### config.mk
export PLATFORM = sky130hd
export DESIGN_NAME = tss_command_scheduler
export DESIGN_NICKNAME = d
export VERILOG_FILES = /design/src/rtl/tss_pkg.sv /design/src/rtl/tss_time_cmp.sv /design/src/rtl/tss_command_scheduler.sv
export SDC_FILE = /design/constraint.sdc
export NUM_CORES = 1
export LEC_CHECK = 0
export ABC_AREA = 1
export BUFFER_PORTS_ARGS = -buffer_cell sky130_fd_sc_hd__buf_2
export CAP_MARGIN = 20
export CORE_MARGIN = 2
export CORE_UTILIZATION = 54
export CTS_CLUSTER_DIAMETER = 50
export CTS_CLUSTER_SIZE = 16
export DETAILED_ROUTE_END_ITERATION = 8
export PLACE_DENSITY = 0.8
export SYNTH_ARGS = -nofsm -noshare
export SYNTH_HDL_FRONTEND = slang
export SYNTH_SLANG_ARGS = --single-unit
### constraint.sdc
create_clock -name clk -period 19.33 [get_ports clk]
set_clock_uncertainty 0.2 [all_clocks]
set_input_delay 3.866 -clock clk [delete_from_list [all_inputs] [get_ports clk]]
set_output_delay 3.866 -clock clk [all_outputs]
set_load 0.02 [all_outputs]
### src/rtl/tss_pkg.sv
// -----------------------------------------------------------------------------
// tss_pkg
// Shared definitions for the TSS command path: the register slave (producer)
// and the command scheduler / TX controller (consumers).
//   - TIMESTAMP_WIDTH / FIELD_WIDTH : timer and sequence-parameter widths
//   - OP_* opcodes                  : one-hot command opcodes on the bus
//   - tss_params_t / tss_command_t  : layout of the command word
//   - sched_state_e / session_state_e: scheduler FSM and session states
// -----------------------------------------------------------------------------
package tss_pkg;

    localparam int TIMESTAMP_WIDTH = 32;
    localparam int FIELD_WIDTH     = 32;
    localparam int OPCODE_WIDTH    = 8;

    localparam logic [OPCODE_WIDTH-1:0] OP_START    = 8'h01;
    localparam logic [OPCODE_WIDTH-1:0] OP_STOP     = 8'h02;
    localparam logic [OPCODE_WIDTH-1:0] OP_CONTINUE = 8'h04;
    localparam logic [OPCODE_WIDTH-1:0] OP_ABORT    = 8'h08;

    typedef struct packed {
        logic [FIELD_WIDTH-1:0] slice;
        logic [FIELD_WIDTH-1:0] frame;
        logic [FIELD_WIDTH-1:0] batch;
        logic [FIELD_WIDTH-1:0] sequence_id;
        logic [FIELD_WIDTH-1:0] batch_interval;
        logic [FIELD_WIDTH-1:0] last_frame;
    } tss_params_t;

    typedef struct packed {
        tss_params_t                  params;
        logic [TIMESTAMP_WIDTH-1:0]   exec_time;
        logic [OPCODE_WIDTH-1:0]      opcode;
    } tss_command_t;

    localparam int COMMAND_WIDTH = $bits(tss_command_t);

    typedef enum logic {
        SCHED_IDLE,
        SCHED_ARMED
    } sched_state_e;

    typedef enum logic [1:0] {
        SESS_STOPPED,
        SESS_RUNNING,
        SESS_PAUSED
    } session_state_e;

    // Timed opcodes are the ones that wait for exec_time; ABORT is immediate.
    function automatic logic is_timed_op(input logic [OPCODE_WIDTH-1:0] op);
        return (op == OP_START) || (op == OP_STOP) || (op == OP_CONTINUE);
    endfunction

    // Legal session transitions for timed commands.
    function automatic logic op_legal(input logic [OPCODE_WIDTH-1:0] op,
                                      input session_state_e          sess);
        logic ok;
        ok = 1'b0;
        if (op == OP_START)    ok = (sess == SESS_STOPPED);
        if (op == OP_STOP)     ok = (sess == SESS_RUNNING);
        if (op == OP_CONTINUE) ok = (sess == SESS_PAUSED);
        return ok;
    endfunction

endpackage

### src/rtl/tss_time_cmp.sv
// -----------------------------------------------------------------------------
// tss_time_cmp
// Purely combinational wrap-safe "a >= b" on free-running W-bit timestamps.
// The difference is taken modulo 2^W and its sign bit decides, so the result
// is correct as long as the two values are within 2^(W-1) of each other.
// Ports:
//   a_i  : current time
//   b_i  : reference (e.g. execution) time
//   ge_o : a_i is at or past b_i
// -----------------------------------------------------------------------------
module tss_time_cmp #(
    parameter int W = 32
) (
    input  logic [W-1:0] a_i,
    input  logic [W-1:0] b_i,
    output logic         ge_o
);

    logic [W-1:0] diff;

    assign diff = a_i - b_i;
    assign ge_o = ~diff[W-1];

endmodule

### src/rtl/tss_command_scheduler.sv
// -----------------------------------------------------------------------------
// tss_command_scheduler
// Consumer end of the TSS command bus. Captures each new command word
// (rising edge of a nonzero opcode), checks it against the session state,
// holds timed commands until the local timer reaches exec_time and then
// issues one-cycle start/stop/continue pulses plus a session run level.
//
// Build option:
//   TSS_LATE_REJECT_EN - when defined, a timed command whose exec_time is
//                        already due at capture is refused (reject_o) rather
//                        than armed to fire on the next cycle.
//
// Ports:
//   clk, arst       : clock, asynchronous active-high reset
//   timer_valid_i   : low holds the whole block in its reset state
//   timer_i         : free-running local time
//   command_i       : {params, exec_time, opcode}
//   params_o        : sequence parameters latched when START executes
//   start_o/stop_o/continue_o/abort_o : one-cycle execution pulses
//   run_o           : session running level
//   armed_o         : a timed command is pending
//   reject_o        : one-cycle pulse, command refused
// -----------------------------------------------------------------------------
module tss_command_scheduler
    import tss_pkg::*;
#(
    parameter int TS_W    = TIMESTAMP_WIDTH,
    parameter int FIELD_W = 32
) (
    input  logic                          clk,
    input  logic                          arst,
    input  logic                          timer_valid_i,
    input  logic [TS_W-1:0]               timer_i,
    input  logic [6*FIELD_W+TS_W+8-1:0]   command_i,
    output logic [6*FIELD_W-1:0]          params_o,
    output logic                          start_o,
    output logic                          stop_o,
    output logic                          continue_o,
    output logic                          abort_o,
    output logic                          run_o,
    output logic                          armed_o,
    output logic                          reject_o
);

    localparam int PARAM_W = 6 * FIELD_W;
    localparam int CMD_W   = PARAM_W + TS_W + 8;

    // Command word fields
    logic [7:0]         cmd_op;
    logic [TS_W-1:0]    cmd_exec;
    logic [PARAM_W-1:0] cmd_params;

    assign cmd_op     = command_i[7:0];
    assign cmd_exec   = command_i[TS_W+7:8];
    assign cmd_params = command_i[CMD_W-1:TS_W+8];

    // State
    sched_state_e       state_q, state_d;
    session_state_e     session_q, session_d;
    logic [7:0]         prev_op_q, prev_op_d;
    logic [7:0]         op_q, op_d;
    logic [TS_W-1:0]    exec_q, exec_d;
    logic [PARAM_W-1:0] pend_params_q, pend_params_d;
    logic [PARAM_W-1:0] params_q, params_d;
    logic               start_q, start_d;
    logic               stop_q, stop_d;
    logic               continue_q, continue_d;
    logic               abort_q, abort_d;
    logic               reject_q, reject_d;

    logic               due_pending;
    logic               late_reject;
    logic               fire;
    logic               capture;

    tss_time_cmp #(.W(TS_W)) u_due_cmp (
        .a_i  (timer_i),
        .b_i  (exec_q),
        .ge_o (due_pending)
    );

`ifdef TSS_LATE_REJECT_EN
    logic late_due;

    // Compares the incoming command's exec_time, not the pending one.
    tss_time_cmp #(.W(TS_W)) u_late_cmp (
        .a_i  (timer_i),
        .b_i  (cmd_exec),
        .ge_o (late_due)
    );

    assign late_reject = late_due;
`else
    assign late_reject = 1'b0;
`endif

    always_comb begin
        state_d       = state_q;
        session_d     = session_q;
        prev_op_d     = cmd_op;
        op_d          = op_q;
        exec_d        = exec_q;
        pend_params_d = pend_params_q;
        params_d      = params_q;
        start_d       = 1'b0;
        stop_d        = 1'b0;
        continue_d    = 1'b0;
        abort_d       = 1'b0;
        reject_d      = 1'b0;

        fire    = (state_q == SCHED_ARMED) && due_pending;
        capture = (cmd_op != 8'h00) && (prev_op_q == 8'h00);

        // Fire is resolved first so a command captured on the same edge is
        // judged against the post-fire scheduler and session state.
        if (fire) begin
            state_d = SCHED_IDLE;
            case (op_q)
                OP_START: begin
                    start_d   = 1'b1;
                    params_d  = pend_params_q;
                    session_d = SESS_RUNNING;
                end
                OP_STOP: begin
                    stop_d    = 1'b1;
                    session_d = SESS_PAUSED;
                end
                OP_CONTINUE: begin
                    continue_d = 1'b1;
                    session_d  = SESS_RUNNING;
                end
                default: ;
            endcase
        end

        if (capture) begin
            if (cmd_op == OP_ABORT) begin
                // ABORT wins over a coinciding fire so pulses stay exclusive;
                // the aborted command's effects (incl. params) are dropped.
                start_d    = 1'b0;
                stop_d     = 1'b0;
                continue_d = 1'b0;
                params_d   = params_q;
                abort_d    = 1'b1;
                state_d    = SCHED_IDLE;
                session_d  = SESS_STOPPED;
            end else if (is_timed_op(cmd_op)) begin
                if ((state_d == SCHED_IDLE) && op_legal(cmd_op, session_d)
                    && !late_reject) begin
                    state_d       = SCHED_ARMED;
                    op_d          = cmd_op;
                    exec_d        = cmd_exec;
                    pend_params_d = cmd_params;
                end else begin
                    reject_d = 1'b1;
                end
            end else begin
                reject_d = 1'b1;
            end
        end

        // Timer not valid: synchronous clear back to the reset state.
        if (!timer_valid_i) begin
            state_d       = SCHED_IDLE;
            session_d     = SESS_STOPPED;
            prev_op_d     = '0;
            op_d          = '0;
            exec_d        = '0;
            pend_params_d = '0;
            params_d      = '0;
            start_d       = 1'b0;
            stop_d        = 1'b0;
            continue_d    = 1'b0;
            abort_d       = 1'b0;
            reject_d      = 1'b0;
        end
    end

    always_ff @(posedge clk or posedge arst) begin
        if (arst) begin
            state_q       <= SCHED_IDLE;
            session_q     <= SESS_STOPPED;
            prev_op_q     <= '0;
            op_q          <= '0;
            exec_q        <= '0;
            pend_params_q <= '0;
            params_q      <= '0;
            start_q       <= 1'b0;
            stop_q        <= 1'b0;
            continue_q    <= 1'b0;
            abort_q       <= 1'b0;
            reject_q      <= 1'b0;
        end else begin
            state_q       <= state_d;
            session_q     <= session_d;
            prev_op_q     <= prev_op_d;
            op_q          <= op_d;
            exec_q        <= exec_d;
            pend_params_q <= pend_params_d;
            params_q      <= params_d;
            start_q       <= start_d;
            stop_q        <= stop_d;
            continue_q    <= continue_d;
            abort_q       <= abort_d;
            reject_q      <= reject_d;
        end
    end

    assign params_o   = params_q;
    assign start_o    = start_q;
    assign stop_o     = stop_q;
    assign continue_o = continue_q;
    assign abort_o    = abort_q;
    assign reject_o   = reject_q;
    assign run_o      = (session_q == SESS_RUNNING);
    assign armed_o    = (state_q == SCHED_ARMED);

endmodule
# Word-level counts from Yosys, hierarchy flattened
# Cells that the tools add are included.
# totals
reg_bits	440
in_bits	267
out_inout_bits	199
elab_cells	101
# classes
addsub	1
n_eq_ne	15
muxes	61
bitwise	2
n_reduce_logical	10
# op_table
operator	n
192-bit 2-to-1 mux	10
32-bit 2-to-1 mux	5
8-bit 2-to-1 mux	6
1-bit 2-to-1 mux	35
32-bit subtractor	1
8-bit by 1-bit equality test with 1-bit output, second input constant	2
8-bit by 2-bit equality test with 1-bit output, second input constant	2
8-bit by 3-bit equality test with 1-bit output, second input constant	2
8-bit by 4-bit equality test with 1-bit output, second input constant	1
8-bit logical NOT	1
2-bit 2-to-1 mux	4
8-bit nonzero test	1
2-bit by 1-bit != test with 1-bit output, second input constant	3
2-bit by 1-bit equality test with 1-bit output, second input constant	2
2-bit one-hot mux with 2 select lines	1
4-bit AND reduction	1
1-bit logical AND	3
3-bit != test, second input constant	1
2-bit equality test, second input constant	1
2-bit logical NOT	1
1-bit logical OR	2
2-bit != test, second input constant	1
1-bit inverter	2
2-bit OR reduction	1

# Depth between registers and ports, before layout
# Gate-level depths: netlist of run 1.
# depth
word_depth	17
depth_mapped	24
ltp_nobuf	22

# Hierarchy
# From an unflattened synthesis of run 1, not the netlist that was laid out.
# unflattened
hier_cells	2152
hier_area_um2	20099.3
# by_module_without_submodules
module	n_inst	cells_per_inst	area_per_inst_um2	seq_area_each_um2
tss_command_scheduler	1	1996	19202.2	11010.6
tss_time_cmp	1	156	897.1	0.0

# Worst setup path after synthesis of run 1
# No wires, ideal clock.
# synth_timing
path_type	input to register
start	input timer_i[26]
end	register pend_params_q[112]
setup_ns	0.118
arrival_time_ns	5.819
t_required_ns	19.012
path_slack_ns	13.193
stages	18
n_path_buf	2
path_cell_list	ha_1 a21o_1 o21ai_1 nand2_1 nor2_2 nand2_1 nand2_2 nand3_4 nand2_2 nand2_1 inv_2 nand4_1 nand2_1 nand3_2 buf_6 buf_4 nand3_1 nand2_1
# synth_between
elab_chain_len	14
elab_cells_between_ends	18
cone_classes	1 x add/sub; 3 x eq/ne; 8 x mux; 2 x bitwise; 4 x reduce/logical
# synth_lines
item	line_no	rtl
from (decl)	tss_command_scheduler.sv:33	input logic [TS_W-1:0] timer_i,
32-bit subtractor *	tss_time_cmp.sv:21	assign diff = a_i - b_i;
1-bit inverter *	tss_time_cmp.sv:22	assign ge_o = ~diff[W-1];
1-bit logical AND *	tss_command_scheduler.sv:111	fire = (state_q == SCHED_ARMED) && due_pending;
2-bit 2-to-1 mux	tss_command_scheduler.sv:116	if (fire) begin
2-bit logical NOT	tss_pkg.sv:59	if (op == OP_START) ok = (sess == SESS_STOPPED);
1-bit 2-to-1 mux	tss_pkg.sv:59	
1-bit 2-to-1 mux	tss_pkg.sv:60	if (op == OP_STOP) ok = (sess == SESS_RUNNING);
1-bit 2-to-1 mux	tss_pkg.sv:61	if (op == OP_CONTINUE) ok = (sess == SESS_PAUSED);
1-bit 2-to-1 mux	tss_command_scheduler.sv:147	end else if (is_timed_op(cmd_op)) begin
1-bit 2-to-1 mux	tss_command_scheduler.sv:137	if (cmd_op == OP_ABORT) begin
1-bit 2-to-1 mux	tss_command_scheduler.sv:136	if (capture) begin
1-bit logical AND *	tss_command_scheduler.sv:148	if ((state_d == SCHED_IDLE) && op_legal(cmd_op, session_d)
2-bit by 1-bit != test with 1-bit output (no source line) *	--	
4-bit AND reduction (no source line) *	--	
to (signal assigned)	tss_command_scheduler.sv:199	pend_params_q <= pend_params_d;
to (decl)	tss_command_scheduler.sv:63	logic [PARAM_W-1:0] pend_params_q, pend_params_d;
# Mark *: on every way between the ends. The rest lies on a longest branch, timed or not. The select of a mux whose other input is x is not followed.
# A chain may end at the register's enable or synchronous reset.

# Final worst setup path of run 1
# layout_timing
start	input timer_i[30]
end	register pend_params_q[97]
# Same word-level chain as after synthesis.

==> results of run 1 <==
## placed cells by master (no fill, tap or decap), types with 2 or more instances in the layout
| master | count |
|---|---|
| a21oi_1 | 14 |
| buf_16 | 2 |
| buf_2 | 464 |
| buf_4 | 17 |
| bufinv_16 | 3 |
| clkbuf_16 | 42 |
| clkbuf_8 | 3 |
| clkinv_4 | 3 |
| clkinv_8 | 2 |
| clkinvlp_4 | 8 |
| dfrtp_1 | 440 |
| diode_2 | 18 |
| ha_1 | 30 |
| inv_1 | 67 |
| inv_2 | 2 |
| inv_6 | 7 |
| inv_8 | 5 |
| nand2_1 | 676 |
| nand2_2 | 2 |
| nand3_1 | 428 |
| nand3_4 | 3 |
| nand4_1 | 236 |
| nor2_1 | 22 |
| nor2_2 | 2 |
| nor3_1 | 2 |
| nor4_1 | 4 |
| nor4_2 | 2 |
| o21ai_0 | 2 |
| o21ai_1 | 2 |
## flip-flops by register name, summed over array words and instances (netlist names)
signal,count
armed_o,1
op_q,8
params_o,192
reject_o,1
exec_q,32
start_o,1
abort_o,1
continue_o,1
pend_params_q,192
session_q,2
prev_op_q,8
stop_o,1
## cells in the mapped netlist (2+ instances only)
cell / count
a21oi_1: 14
buf_1: 19
buf_2: 63
buf_4: 4
buf_6: 22
clkbuf_1: 82
dfrtp_1: 440
ha_1: 30
inv_1: 69
inv_2: 3
nand2_1: 677
nand2_2: 2
nand3_1: 429
nand3_2: 2
nand4_1: 236
nor2_1: 23
nor2_2: 2
nor3_1: 2
nor4_1: 4
nor4_2: 2
o21ai_0: 2
o21ai_1: 2
## metal layers
| layer | vias to the layer above | share of wire [%] | track usage, % |
|---|---|---|---|
| met2 | 795 | 48 | 46.4 |
| met5 | - | 0.013 | 0 |
| met1 | 8430 | 39 | 38.2 |
| met4 | 2 | 4.6 | 16.0 |
| li1 | 7909 | - | - |
| met3 | 147 | 7.8 | 5.63 |
## where the power goes
group          switching, mW  leakage [nW]  internal (mW)  total (mW)
registers           0.000329          6.14          0.921       0.921
logic                 0.0588          6.37         0.0264      0.0852
clock network          0.386         0.661          0.461       0.847
## stage by stage
stage / instance area (sq um) / hold WS [ns]
2_1_floorplan: 19100 / 0.243
3_3_place_gp: 21200 / 0.249
3_5_place_dp: 21300 / 0.253
4_1_cts: 22700 / 0.269
5_1_grt: 22700 / 0.288
6_report: 22700 / 0.265
## cell type report
cell class / instances / area share [%]
multi-input combinational: 1433 / 30.4
clock inverter: 26 / 1.33
timing repair buffer: 484 / 11.1
tap: 455 / 2.50
antenna: 18 / 0.198
inverter: 72 / 1.27
sequential: 440 / 48.4
clock buffer: 46 / 4.82
## worst max-delay path: stages
cell and delay (ns):
buf_2 0.10, ha_1 0.30, a21oi_1 0.19, o21a_1 0.14, nand2_1 0.06, nor2_2 0.14, nand2_1 0.09, nand2_2 0.11
nand3_4 0.11, nand2_2 0.09, nand2_1 0.08, inv_2 0.07, nand4_1 0.15, nand2_4 0.41, buf_4 0.87, buf_4 0.88
nand4_1 0.20, nand2_1 0.13
## how the worst max path moves through the flow
| stage | endpoint | slack (ns) | cells past startpoint |
|---|---|---|---|
| 5_1_grt | pend_params_q[113] | 11.05 | 21 |
| 2_1_floorplan | abort_o | 3.01 | 1 |
| 3_5_place_dp | pend_params_q[100] | 10.99 | 21 |
| 6_report | pend_params_q[97] | 11.42 | 18 |
| 4_1_cts | pend_params_q[100] | 11.55 | 21 |
| 3_3_place_gp | pend_params_q[59] | 11.07 | 21 |
## cell families (layout without fill, tap and decap cells)
| kind of cell | after synthesis | after routing | share of synthesized area, % |
|---|---|---|---|
| AND/OR/NAND/NOR | 1381 | 1381 | 33.4 |
| flip-flops | 440 | 440 | 57.6 |
| buffers and inverters | 262 | 628 | 6.50 |
| adder cells (fa/ha/maj) | 30 | 30 | 1.96 |
| AO/OA/AOI/OAI | 21 | 21 | 0.582 |
| XOR/XNOR | 1 | 1 | 0.0458 |
| other | 0 | 18 | 0 |
==> impl_metrics.yaml, run 1 <==
final_layout:
  register_area_sq_mm: 0.0110
  fillers: 2877
  drive_gt1_share_pct: 22.9
  nets: 2770
  final_cells: 2974
  fin_util_pct: 65.5
  syn2layout_area_growth_pct: 18.9
  multi_input_area_sq_mm: 0.00691
floorplanning:
  die-area_sq_mm: 0.0369
  row_count: 68
  chipHeight_um: 192
  ios: 466
  core_area_sq_mm: 0.0347
  start_util_pct: 55.1
  die_x_um: 192
critical_path:
  worstPathRequired_ns: 19.62
  path_max_fanout: 99
  r2r-start: "exec_q[30]"
  regToRegSetupSlack_ns: 14.40
  crit_type: "input port to flip-flop"
  r2r_cells: 18
  arrival_ns: 8.21
  crit_start: "timer_i[30]"
  start_kind: "input port"
  r2r_end: "pend_params_q[97]"
  cp-end-kind: "flip-flop"
yosys:
  synth_nets: 2432
  ys_seq_area_share_pct: 57.6
  synthCells: 2135
  synth_edf_count: 0
  ys_async_sr_fraction_pct: 100
  synth_flop_cell: "dfrtp_1"
  synth_area_leader_cell: "dfrtp_1"
  ys_ff_latch: 440
  yosysUniqueCellTypes: 28
  netlist_area_sq_mm: 0.0191
  ys_top_cells_by_area: "dfrtp_1, nand2_1, nand3_1"
  ys_warn_count: 0
  synth_top_area_share_pct: 57.6
  synth_area_per_cell_sq_um: 8.96
global_routing:
  grt_pass1_wl_um: 86500
  grt-ovfl-total: 0
  grt_usage_pct: 29.3
  grt_max_degree: 148
  antenna_found_initial: 18
  grt_pass1_vias: 16700
place:
  dp.cells: 2883
  hpwl_um: 34300
  port_buffers: 465
  pre_cts_slack_ns: 10.99
  gp_congestion: 0.875
drt:
  drtIter0Drc: 1301
  postRouteAntennaNets: 0
  drc: 0
  num_vias: 17300
  drt_first_pass_iters: 5
  viasPerCell: 5.81
  post_drt_wl_per_cell_um: 18.6
  drt_wl_total_um: 55200
power_and_ir_drop:
  finalPower_mw: 1.85
  leakage_nw: 13.2
  p_per_area_mw_per_mm2: 81.5
  irDropWorstVdd_mv: 0.0750
clock_network:
  postCtsSetupRepairBufs: 0
  clockBufferDepth: 3
  root_buffer: "clkbuf_16"
  cts_htree_levels: 2
  clock_latency_ns: 0.58
  cts.sinks: 440
  cts-resized-gates: 0
  cts_buffers: 42
  postCtsHoldBufs: 0
  cts.clk_slew.worst_paths_ns: 0.07
  cts_tree: "done"
sta:
  worstMarginPinSlew_ns: 1.12
  setup_viol: 0
  slew_viol_final: 0
  fin_crit_ns: 7.91
  fin_tns_setup_ns: 0
  rsz0062_at_grt: "false"
  hold_viol: 0
  layout_worst_path_cycle_share_pct: 40.9
  fin_ws_ns: 11.42
  relSlewSlack_pct: 25.0
  max_freq_mhz: 126
job:
  cap_violations: 0
min_path:
  hold_start: "pend_params_q[125]"
  whs_path_depth: 2
  hold_class: "flip-flop to flip-flop"
  min_to: "params_o[125]"
status:
  outcome: "completed"
Power figures use the tool's default switching activity.
==> run 2, diff against run 1 <==
- CORE_UTILIZATION: 54 -> 49
- PLACE_DENSITY: 0.8 -> 0.76
- clock period: 19.33 -> 7.05 ns (I/O delays scaled with it)
==> impl_metrics.yaml, run 2 (same netlist as run 1, synthesis figures left out) <==
drt:
  viasPerCell: 5.69
  drtIter0Drc: 1691
  drt_first_pass_iters: 8
  num_vias: 17300
  drt_wl_total_um: 54900
  post_drt_wl_per_cell_um: 18.1
  postRouteAntennaNets: 0
  drc: 0
final_layout:
  register_area_sq_mm: 0.0110
  drive_gt1_share_pct: 22.9
  fillers: 3345
  multi_input_area_sq_mm: 0.00691
  layout_common_cells: "nand2_1, buf_2, dfrtp_1, nand3_1, nand4_1"
  nets: 2771
  final_common_cell: "nand2_1"
  syn2layout_area_growth_pct: 20.2
floorplanning:
  core_area_sq_mm: 0.0386
  die-area_sq_mm: 0.0406
  ios: 466
  chipHeight_um: 202
  die_x_um: 202
  row_count: 72
  start_util_pct: 49.6
clock_network:
  postCtsSetupRepairBufs: 0
  cts-resized-gates: 0
  cts.clk_slew.worst_paths_ns: 0.06
  cts_buffers: 43
  postCtsHoldBufs: 0
  clockBufferDepth: 3
  root_buffer: "clkbuf_16"
  cts_tree: "done"
  cts.sinks: 440
  clock_latency_ns: 0.58
  cts_htree_levels: 2
critical_path:
  r2r_cells: 9
  critPathSlowestCell: "nand3_4"
  worstPathRequired_ns: 7.30
  arrival_ns: 4.52
  regToRegSetupSlack_ns: 3.21
  cpPeakStageDelay_ns: 0.48
  endpoint: "pend_params_q[23]"
  r2r-start: "prev_op_q[0]"
  start_kind: "input port"
  crit_start: "timer_i[30]"
  path_cells: "buf_2 -> ha_1 -> nand2_1 -> nor2_2 -> nand2_1 -> nor3_1 -> nand2_1 -> nand3_2 -> nand3_4 -> nand2_2 -> nand2_1 -> inv_2 -> nand4_1 -> nand2_1 -> nand3_4 -> buf_12 -> nand3_1 -> nand2_1"
  crit_top_cell: "nand2_1"
  crit_type: "input port to flip-flop"
  cp-end-kind: "flip-flop"
  r2r_end: "pend_params_q[183]"
  path_max_fanout: 114
power_and_ir_drop:
  p_per_area_mw_per_mm2: 227
  finalPower_mw: 5.23
  leakage_nw: 13.3
  irDropWorstVdd_mv: 0.188
sta:
  slew_viol_final: 0
  layout_worst_path_cycle_share_pct: 60.7
  rsz0062_at_grt: "false"
  fin_crit_ns: 4.28
  relSlewSlack_pct: 26.7
  setup_viol: 0
  hold_viol: 0
  worstMarginPinSlew_ns: 1.10
  fin_ws_ns: 2.77
  fin_tns_setup_ns: 0
  max_freq_mhz: 234
global_routing:
  antenna_found_initial: 15
  grt_pass1_wl_um: 88000
  grt_max_degree: 212
  grt_pass1_vias: 16300
  grt-ovfl-total: 0
  grt_usage_pct: 26.6
min_path:
  hold_class: "flip-flop to flip-flop"
place:
  gp_congestion: 0.872
  hpwl_um: 33500
  pre_cts_slack_ns: 2.20
  port_buffers: 465
status:
  outcome: "completed"
job:
  cap_violations: 0
## run 2: cell types whose count changed in the layout (fill, tap and decap cells not counted), sizes merged
cell	previous run	this run
inv	81	79
clkbuf	46	54
clkinvlp	8	7
diode	18	14
clkinv	6	4
bufinv	3	5
## run 2: how the worst min path moves through the flow
stage,start,endpoint,slack [ns],cells past startpoint
global route,pend_params_q[50],params_o[50],0.29,2
finish,pend_params_q[175],params_o[175],0.26,2
detailed placement,pend_params_q[157],params_o[157],0.25,2
global placement,pend_params_q[53],params_o[53],0.25,2
floorplan,pend_params_q[144],params_o[144],0.24,2
CTS,pend_params_q[175],params_o[175],0.26,2
## run 2: routing by layer
metal / GRT usage [%] / part of all wire [%]
met1: 35.8 / 40
met2: 41.9 / 49
met3: 4.73 / 7.5
met4: 12.9 / 4.1
met5: 0 / 0.016
## run 2: critical path, delay by kind of cell
kind                       cells  cell delay, ns
and+or+nand+nor               14            2.11
buffers and inverters          3            0.64
adders and majority gates      1            0.28
## run 2: metrics by stage
step	area, sq um	hold WS (ns)	util [%]	cells
after floorplan	19100	0.243	-	2135
after global routing	23000	0.288	59.6	3038
final	23000	0.258	59.6	3038
after global placement	21400	0.245	55.6	2947
after CTS	23000	0.256	59.5	3024
after detailed placement	21400	0.254	55.6	2947
## run 2: cell type report
cell class / instances / share of cell area, %
timing repair buffer: 484 / 11.2
multi-input combinational: 1433 / 30.1
sequential: 440 / 47.9
tap: 518 / 2.82
clock inverter: 23 / 1.37
antenna: 14 / 0.152
inverter: 72 / 1.24
clock buffer: 54 / 5.26
## run 2: power breakdown
| part | switching, mW | total [mW] | internal [mW] |
|---|---|---|---|
| sequential | 0.000763 | 2.53 | 2.53 |
| combinational | 0.158 | 0.231 | 0.0730 |
| clock | 1.04 | 2.47 | 1.43 |
| total | 1.20 | 5.23 | 4.03 |
